## config.mk

```make
export PLATFORM = sky130hd
export DESIGN_NAME = pw_req_scheduler
export DESIGN_NICKNAME = d
export VERILOG_FILES = /design/src/rtl/pw_ctrl_pkg.sv /design/src/rtl/rr_arbiter.sv /design/src/rtl/pw_req_scheduler.sv
export SDC_FILE = /design/constraint.sdc
export NUM_CORES = 1
export LEC_CHECK = 0
export BUFFER_PORTS_ARGS = -buffer_cell sky130_fd_sc_hd__buf_2
export CAP_MARGIN = 30
export CORE_AREA = 2 2 613 615
export CTS_CLUSTER_SIZE = 10
export DETAILED_ROUTE_END_ITERATION = 16
export DIE_AREA = 0 0 615 617
export HOLD_SLACK_MARGIN = 0.05
export PLACE_DENSITY_LB_ADDON = 0.1
export SYNTH_ARGS = -nofsm -noshare
export SYNTH_HDL_FRONTEND = slang
export SYNTH_HIERARCHICAL = 1
export SYNTH_SLANG_ARGS = --single-unit
```

## constraint.sdc

```tcl
create_clock -name clk -period 2.4 [get_ports clk]
set_input_delay 0.24 -clock clk [delete_from_list [all_inputs] [get_ports clk]]
set_output_delay 0.24 -clock clk [all_outputs]
set_load 0.03 [all_outputs]
```

## src/rtl/pw_ctrl_pkg.sv

```systemverilog
// ---------------------------------------------------------------------------
// pw_ctrl_pkg : shared state encoding and defaults for pw_req_scheduler
// Rev 1.0
// ---------------------------------------------------------------------------
`default_nettype none

package pw_ctrl_pkg;

  localparam int DATA_W_DEFAULT = 128;

  typedef enum logic [2:0] {
    BOOT_WAIT = 3'd0,
    IDLE      = 3'd1,
    ISSUE     = 3'd2,
    BUSY      = 3'd3,
    RESP      = 3'd4
  } state_e;

endpackage

`default_nettype wire

```

## src/rtl/rr_arbiter.sv

```systemverilog
// ---------------------------------------------------------------------------
// rr_arbiter : combinational round-robin pick, searching upward from ptr+1
// Rev 1.0
// ---------------------------------------------------------------------------
`default_nettype none

module rr_arbiter #(
  parameter int N_REQ = 4,
  parameter int ID_W  = $clog2(N_REQ)
) (
  input  logic [N_REQ-1:0] req,
  input  logic [ID_W-1:0]  ptr,
  output logic [N_REQ-1:0] gnt_onehot,
  output logic [ID_W-1:0]  gnt_id,
  output logic             any
);

  int idx;

  // Walk the offsets from farthest to nearest so the closest requester after ptr wins.
  always_comb begin
    idx    = 0;
    gnt_id = '0;
    for (int i = N_REQ; i >= 1; i--) begin
      idx = int'(ptr) + i;
      if (idx >= N_REQ) idx = idx - N_REQ;
      if (req[ID_W'(idx)]) gnt_id = ID_W'(idx);
    end
    any        = |req;
    gnt_onehot = any ? (N_REQ'(1) << gnt_id) : '0;
  end

endmodule

`default_nettype wire

```

## src/rtl/pw_req_scheduler.sv

```systemverilog
// ---------------------------------------------------------------------------
// pw_req_scheduler : shares one password-encryption wrapper among N_REQ hosts
// Rev 1.0
// ---------------------------------------------------------------------------
`default_nettype none

module pw_req_scheduler
  import pw_ctrl_pkg::*;
#(
  parameter int N_REQ   = 4,
  parameter int DATA_W  = DATA_W_DEFAULT,
  parameter int TIMEOUT = 1023
) (
  input  logic                      clk,
  input  logic                      rst,
  input  logic [N_REQ-1:0]          req,
  input  logic [N_REQ*DATA_W-1:0]   req_account,
  input  logic [N_REQ*DATA_W-1:0]   req_password,
  output logic [N_REQ-1:0]          grant,
  output logic                      resp_valid,
  input  logic                      resp_ready,
  output logic [$clog2(N_REQ)-1:0]  resp_id,
  output logic [DATA_W-1:0]         resp_enc,
  output logic                      resp_timeout,
  output logic                      busy,
  input  logic                      boot_done_signal,
  output logic                      go,
  output logic [DATA_W-1:0]         account,
  output logic [DATA_W-1:0]         password,
  input  logic                      done,
  input  logic [DATA_W-1:0]         password_enc
);

  localparam int ID_W  = $clog2(N_REQ);
  localparam int CNT_W = (TIMEOUT > 2) ? $clog2(TIMEOUT) : 1;

  state_e             state_q, state_d;
  logic [ID_W-1:0]    ptr_q, ptr_d;
  logic [ID_W-1:0]    id_q, id_d;
  logic [N_REQ-1:0]   grant_q, grant_d;
  logic [DATA_W-1:0]  acct_q, acct_d;
  logic [DATA_W-1:0]  pwd_q, pwd_d;
  logic [DATA_W-1:0]  enc_q, enc_d;
  logic               tmo_q, tmo_d;
  logic [CNT_W-1:0]   cnt_q, cnt_d;
  logic               busy_q, busy_d;

  logic [N_REQ-1:0]   arb_onehot;
  logic [ID_W-1:0]    arb_id;
  logic               arb_any;
  logic [DATA_W-1:0]  acct_sel, pwd_sel;

  rr_arbiter #(
    .N_REQ (N_REQ),
    .ID_W  (ID_W)
  ) u_arb (
    .req        (req),
    .ptr        (ptr_q),
    .gnt_onehot (arb_onehot),
    .gnt_id     (arb_id),
    .any        (arb_any)
  );

  always_comb begin
    acct_sel = '0;
    pwd_sel  = '0;
    for (int i = 0; i < N_REQ; i++) begin
      if (arb_id == ID_W'(i)) begin
        acct_sel = req_account[i*DATA_W +: DATA_W];
        pwd_sel  = req_password[i*DATA_W +: DATA_W];
      end
    end
  end

  always_comb begin
    state_d = state_q;
    ptr_d   = ptr_q;
    id_d    = id_q;
    grant_d = grant_q;
    acct_d  = acct_q;
    pwd_d   = pwd_q;
    enc_d   = enc_q;
    tmo_d   = tmo_q;
    cnt_d   = cnt_q;
    case (state_q)
      BOOT_WAIT: begin
        if (boot_done_signal) state_d = IDLE;
      end
      IDLE: begin
        if (arb_any) begin
          id_d    = arb_id;
          grant_d = arb_onehot;
          acct_d  = acct_sel;
          pwd_d   = pwd_sel;
          state_d = ISSUE;
        end
      end
      ISSUE: begin
        cnt_d   = '0;
        state_d = BUSY;
      end
      BUSY: begin
        cnt_d = cnt_q + 1'b1;
        // done takes priority over an expiring counter in the same cycle
        if (done) begin
          enc_d   = password_enc;
          tmo_d   = 1'b0;
          state_d = RESP;
        end else if (cnt_q == CNT_W'(TIMEOUT - 1)) begin
          enc_d   = '0;
          tmo_d   = 1'b1;
          state_d = RESP;
        end
      end
      RESP: begin
        if (resp_ready) begin
          ptr_d   = id_q;
          grant_d = '0;
          state_d = IDLE;
        end
      end
      default: state_d = BOOT_WAIT;
    endcase
    busy_d = (state_d != IDLE);
  end

  always_ff @(posedge clk or negedge rst) begin
    if (!rst) begin
      state_q <= BOOT_WAIT;
      ptr_q   <= ID_W'(N_REQ - 1);
      id_q    <= '0;
      grant_q <= '0;
      acct_q  <= '0;
      pwd_q   <= '0;
      enc_q   <= '0;
      tmo_q   <= 1'b0;
      cnt_q   <= '0;
      busy_q  <= 1'b0;
    end else begin
      state_q <= state_d;
      ptr_q   <= ptr_d;
      id_q    <= id_d;
      grant_q <= grant_d;
      acct_q  <= acct_d;
      pwd_q   <= pwd_d;
      enc_q   <= enc_d;
      tmo_q   <= tmo_d;
      cnt_q   <= cnt_d;
      busy_q  <= busy_d;
    end
  end

  assign go           = (state_q == ISSUE);
  assign resp_valid   = (state_q == RESP);
  assign grant        = grant_q;
  assign resp_id      = id_q;
  assign resp_enc     = enc_q;
  assign resp_timeout = tmo_q;
  assign busy         = busy_q;
  assign account      = acct_q;
  assign password     = pwd_q;

endmodule

`default_nettype wire
```

### Word-level counts from Yosys, hierarchy flattened

Index checks and enable logic that the tools add are counted.

* muxes and demuxes: 42
* eq/ne operators: 11
* shifts and indexed selects: 1
* add/subtract/negate cells: 9
* $lt $le $gt $ge: 8
* reductions and logical operators: 10

Operators with widths (count)
* $mux 128: 10
* $pmux 10 s2: 1
* $lt 2x4->1 const B: 4
* $mux 2: 8
* $mux 3: 5
* $pmux 3 s5: 1
* $add 10x1->10 const B: 1
* $eq 10x10->1 const B: 1
* $mux 1: 10
* $ge 3x3->1 const B: 3
* $bmux 1 s2: 4
* $mux 4: 2
* $pmux 4 s2: 1
* $sub 2x1->2 const B: 4
* $add 2x2->3 const B: 2
* $eq 3x2->1 const B: 2
* $reduce_and 2->1: 3
* $reduce_bool 2->1: 3
* $add 2x3->4 const B: 1
* $eq 2x2->1 const B: 2
* $ge 4x3->1 const B: 1
* $reduce_or 4->1: 1
* $shl 1x2->4 const A: 1
* $add 2x1->3 const B: 1
* other kinds (9): 9

* output and inout port bits: 394
* bits in registers: 407

### Depth between registers and ports, before layout

* word-level depth: 15
* gate-level depth with buffers: 10

### By module

The synthesis kept the hierarchy.

Modules (own cells, without submodules)
* pw_req_scheduler: area each 22395.2 um^2, cells each 2066, instances 1
* rr_arbiter: area each 219.0 um^2, cells each 33, instances 1

### Least setup slack after synthesis

OpenSTA, ideal clock, no wires.

* kind: flip-flop to flip-flop
* start: register ptr_q[0]
* end: register acct_q[0] (netlist: account[0])
* slack: 0.143 ns
* data arrival time: 2.140 ns
* library setup time: 0.117 ns
* cell stages (with the launch flop): 11
* cells stage by stage: dfstp_2 > buf_6 > nand2b_4 > a22o_1 > a221oi_2 > buf_2 > buf_2 > clkbuf_1 > mux4_2 > nand2_1 > nand2_1

* longest elaborated chain between the ends: 15

Ends and longest elaborated chain
* start, declared: RTL line pw_req_scheduler.sv:38 `logic [ID_W-1:0] ptr_q, ptr_d;`
* start signal, assigned: RTL line pw_req_scheduler.sv:130 `ptr_q <= ID_W'(N_REQ - 1);`
* start signal, assigned: RTL line pw_req_scheduler.sv:141 `ptr_q <= ptr_d;`
* $add 2x3->4: RTL line rr_arbiter.sv:25 `idx = int'(ptr) + i;`
* $ge 4x3->1 or $sub 2x1->2 (tied branches): RTL line rr_arbiter.sv:26 `if (idx >= N_REQ) idx = idx - N_REQ;`
* $mux 2: RTL line rr_arbiter.sv:26
* $bmux 1 s2: RTL line rr_arbiter.sv:27 `if (req[ID_W'(idx)]) gnt_id = ID_W'(idx);`
* $mux 1 (implied by the code) (2 in series): RTL line rr_arbiter.sv:27
* $mux 2 (3 in series): RTL line rr_arbiter.sv:27
* $mux 2 (*): RTL line rr_arbiter.sv:27
* net arb_id[1]: RTL line pw_req_scheduler.sv:49 `logic [ID_W-1:0] arb_id;`
* $logic_not 2->1: RTL line pw_req_scheduler.sv:68 `if (arb_id == ID_W'(i)) begin`
* $mux 128 (3 in series): RTL line pw_req_scheduler.sv:68
* $mux 128 (*): RTL line pw_req_scheduler.sv:68
* end signal, assigned: RTL line pw_req_scheduler.sv:144 `acct_q <= acct_d;`
* end, declared: RTL line pw_req_scheduler.sv:41 `logic [DATA_W-1:0] acct_q, acct_d;`

Mark *: on every way through the listed nets, which the timed path passes. The rest lies on a longest branch. The select of a mux whose other input is x is not followed.
A chain may end at the register's enable or synchronous reset.

### Worst setup path after layout

* start: register ptr_q[1]
* end: register pwd_q[100] (netlist: password[100])

* longest elaborated chain between the ends: 15

Ends and longest elaborated chain
* $add 2x3->4: RTL line rr_arbiter.sv:25
* $ge 4x3->1 or $sub 2x1->2 (tied branches): RTL line rr_arbiter.sv:26
* $mux 2: RTL line rr_arbiter.sv:26
* $bmux 1 s2: RTL line rr_arbiter.sv:27
* $mux 1 (implied by the code) (2 in series): RTL line rr_arbiter.sv:27
* $mux 2 (3 in series): RTL line rr_arbiter.sv:27
* $mux 2 (*): RTL line rr_arbiter.sv:27
* net arb_id[0]: RTL line pw_req_scheduler.sv:49
* $logic_not 2->1: RTL line pw_req_scheduler.sv:68
* $mux 128 (3 in series): RTL line pw_req_scheduler.sv:68
* $mux 128 (*): RTL line pw_req_scheduler.sv:68
* end signal, assigned: RTL line pw_req_scheduler.sv:145 `pwd_q <= pwd_d;`
* end, declared: RTL line pw_req_scheduler.sv:42 `logic [DATA_W-1:0] pwd_q, pwd_d;`

Marked as above.

==> impl_metrics.csv <==
group,metric,value,unit
worst_setup_path,cp_cell_sequence,"nand2b_4, a21oi_2, o221ai_4, buf_12, buf_16, buf_16, mux4_2, nand2_1, nand2_1",
floorplanning,fp.coreArea,374000,um^2
worst_setup_path,start_kind,"register",
global_routing,first_global_vias,31909,
sta,clock-skew-final,0.0477,ns
sta,rsz0062_at_grt,"true",
final_layout,drive_gt1_share,46.2,%
synthesis,ys_ff_latch,407,
clock_tree,tritoncts,"yes",
routing,dr.pass1.iters,5,
power_and_ir_drop,p_comb_share,57.7,%
sta,setup_violations,156,
worst_setup_path,startpoint,"ptr_q[1]",
flow_run,maxCapViolCount,0,
global_routing,grt_max_degree,55,
routing,drt-total-wl,260000,um
synthesis,syn_area,22600,um^2
clock_tree,cts_buffer_depth,4,
routing,routedWlPerCell,25.9,um
clock_tree,cts-root-buf,"clkbuf_16",
power_and_ir_drop,seqPwrFrac,21.7,%
floorplanning,floorplan.initialDensity,6.05,%
sta,fmax,0.400,GHz
clock_tree,clk_latency,0.79,ns
global_routing,grt.overflow.total,0,
worst_setup_path,path_max_fanout,16,
routing,drtIter0Drc,1426,
synthesis,synth_top_area_cell,"dfrtp_1",
final_layout,fin_area,52800,um^2
sta,hold_viol_final,0,
synthesis,syn-num-nets,3262,
worst_setup_path,cp_num_buf_inv,3,
power_and_ir_drop,p_int,29300,uW
power_and_ir_drop,swShare,48.3,%
routing,via_per_inst,2.92,
synthesis,ys_top_cells_by_area,"dfrtp_1 45%, mux4_2 25%, nand2_1 17%",
final_layout,area_growth,134,%
placement,io_buffers,1554,
floorplanning,num_io_pins,1555,
routing,ant_nets,0,
final_layout,fin_nets,6077,
final_layout,fillCellCount,42880,
worst_setup_path,required,3.05,ns
worst_setup_path,cp_slowest_cell,"dfstp_2",
sta,finalMaxSlewViolations,0,
sta,post-route-period-util,104,%
run_status,violations,"setup timing",
sta,setup_slack,-0.0993,ns
worst_setup_path,critPathMaxStageDelay,0.56,ns
sta,slew_headroom,46.8,%
synthesis,async_flop_share,100,%
power_and_ir_drop,clkPwrFrac,20.6,%
global_routing,antenna_found_initial,233,
sta,tightest_slew,0.797,ns
clock_tree,cts_made_buffers,77,
clock_tree,cts.clk_slew.worst_paths,0.06,ns
global_routing,grt_pass1_wl,330000,um
worst_setup_path,r2r-start,"ptr_q[1]",
floorplanning,die_x,615,um
synthesis,synth-edff-count,0,
min_path,hold_path_class,"input pin to register",
synthesis,synth_area_per_cell,10.8,um^2
worst_setup_path,critPathTopFamily,"buffers and inverters",
global_routing,track_usage,13.2,%
synthesis,yosysSeqAreaShare,45.0,%
power_and_ir_drop,leakage,0.0239,uW
synthesis,synth_top_flop_cell,"dfrtp_1",
placement,hpwl,221000,um
routing,drc_errors,0,
floorplanning,row_count,225,
power_and_ir_drop,power_per_cell_area,1070,nW/um^2
synthesis,synth_top_area_share,44.8,%
clock_tree,cts.sinks,407,
worst_setup_path,cp.arrival,3.14,ns
floorplanning,die_h,617,um
worst_setup_path,path_class,"register to register",
synthesis,synth_cells,2099,
power_and_ir_drop,p_switching,27400,uW
worst_setup_path,end_kind,"register",
synthesis,yosysUniqueCellTypes,49,
sta,period_needed,2.50,ns
placement,place_ws,-0.181,ns
routing,vias,29368,
synthesis,yosysWarningCount,6,
synthesis,yosys-top-cells-count,"1041 x nand2_1, 405 x dfrtp_1, 256 x mux4_2, 100 x o21ai_2, 72 x buf_2",
power_and_ir_drop,peakVddDrop,469,uV
run_status,status,"finished, violations left",
clock_tree,h-tree-depth,3,
placement,placed_area,37700,um^2
min_path,worstHoldStart,"req_password[149]",
synthesis,yosysMostFrequentCell,"nand2_1",
placement,gp_congestion,0.829,
floorplanning,die-area,379000,um^2
final timing paths:
| path | cells after the start | slack, ns | to |
|---|---|---|---|
| setup / recovery | 9 | -0.1 | password[100] |
| hold / removal | 5 | 0.11 | password[21] |
| setup reg to reg | 9 | -0.1 | password[100] |
| hold reg to reg | 2 | 0.47 | account[110] |
| max in group asynchronous | 3 | 1.33 | resp_enc[13] |
| min in group asynchronous | 2 | 0.14 | password[0] |
cell type report:
cell class / instances / area (um^2) / share of cell area [%]
tap: 4994 / 6250 / 11.8
multi-input combinational: 1520 / 11600 / 22.0
clock buffer: 112 / 2250 / 4.26
sequential: 407 / 10200 / 19.3
clock inverter: 21 / 255 / 0.483
inverter: 6 / 22.5 / 0.0426
antenna: 82 / 205 / 0.388
timing repair buffer: 2902 / 22100 / 41.8
logic make-up (layout without fill, tap and decap cells):
kind of cell	count (synthesis)	after routing	share of synthesized area (%)
AND/OR/NAND/NOR	1090	1090	18.8
other	0	82	0
buffers and inverters	172	3041	4.52
adder cells (fa/ha/maj)	2	2	0.111
AO/OA/AOI/OAI	167	167	5.77
multiplexers	261	261	25.7
flip-flops	407	407	45.0
flip-flops by register name, summed over array words and instances, names as in the netlist:
register / cells
grant: 4
account: 128
password: 128
resp_id: 2
ptr_q: 2
state_q: 3
resp_enc: 128
busy: 1
cnt_q: 10
resp_timeout: 1
power by group through the flow:
stage | logic [uW] | registers (uW) | clock network [uW]
after floorplan | 10600 | 17800 | 0
after global placement | 30500 | 12500 | 0
after detailed placement | 30500 | 12500 | 0
after CTS | 33200 | 12500 | 12400
after global routing | 35300 | 12800 | 12500
final | 32800 | 12300 | 11700
worst min-delay path: stages:
cell and delay (ns):
buf_2 0.14, mux4_2 0.26, nand2_2 0.06, buf_12 0.11, nand2_1 0.05
layer usage:
layer / track usage, % / vias to the layer above / routed length, um
met5: 0 / - / 820
met4: 3.05 / 128 / 6630
met3: 4.45 / 391 / 20300
met2: 23.9 / 1256 / 133000
met1: 14.7 / 14578 / 99400
li1: - / 13015 / -
placed cells by master (no fill, tap or decap), types with 4 or more instances in the layout:
| cell type | count |
|---|---|
| a21oi_1 | 8 |
| a22o_1 | 7 |
| buf_12 | 56 |
| buf_16 | 17 |
| buf_2 | 1552 |
| buf_4 | 104 |
| buf_6 | 14 |
| buf_8 | 5 |
| bufinv_16 | 5 |
| clkbuf_1 | 18 |
| clkbuf_16 | 86 |
| clkbuf_8 | 15 |
| clkinv_2 | 8 |
| clkinvlp_4 | 4 |
| dfrtp_1 | 405 |
| diode_2 | 82 |
| dlygate4sd3_1 | 1145 |
| inv_1 | 6 |
| mux4_2 | 256 |
| nand2_1 | 993 |
| nand2_2 | 46 |
| nand2b_1 | 5 |
| nand3_1 | 4 |
| nand3b_1 | 4 |
| nor2_1 | 8 |
| o21ai_0 | 32 |
| o21ai_2 | 100 |
| or4_1 | 4 |
repair_timing:
item	CTS	global route
pin swaps	8	35
endpoints found under the hold margin	626	0
gates resized for setup	48	68
hold buffers	1145	0
setup endpoints to repair	180	216
cloned	5	7
setup buffers	13	19
through the flow:
stage | instances | total power, uW | util [%] | hold slack, ns | setup TNS, ns
6_report | 10044 | 56800 | 14.1 | 0.110 | -5.66
5_1_grt | 9985 | 60500 | 14.1 | 0.0746 | -26.94
4_1_cts | 9941 | 58000 | 14.0 | 0.0522 | -8.05
3_5_place_dp | 8645 | 43000 | 10.1 | 0.399 | -5.18
3_3_place_gp | 8645 | 43000 | 10.1 | 0.405 | -9.17
2_1_floorplan | 2099 | 28400 | - | -0.0556 | 0
Power figures use the tool's default switching activity.
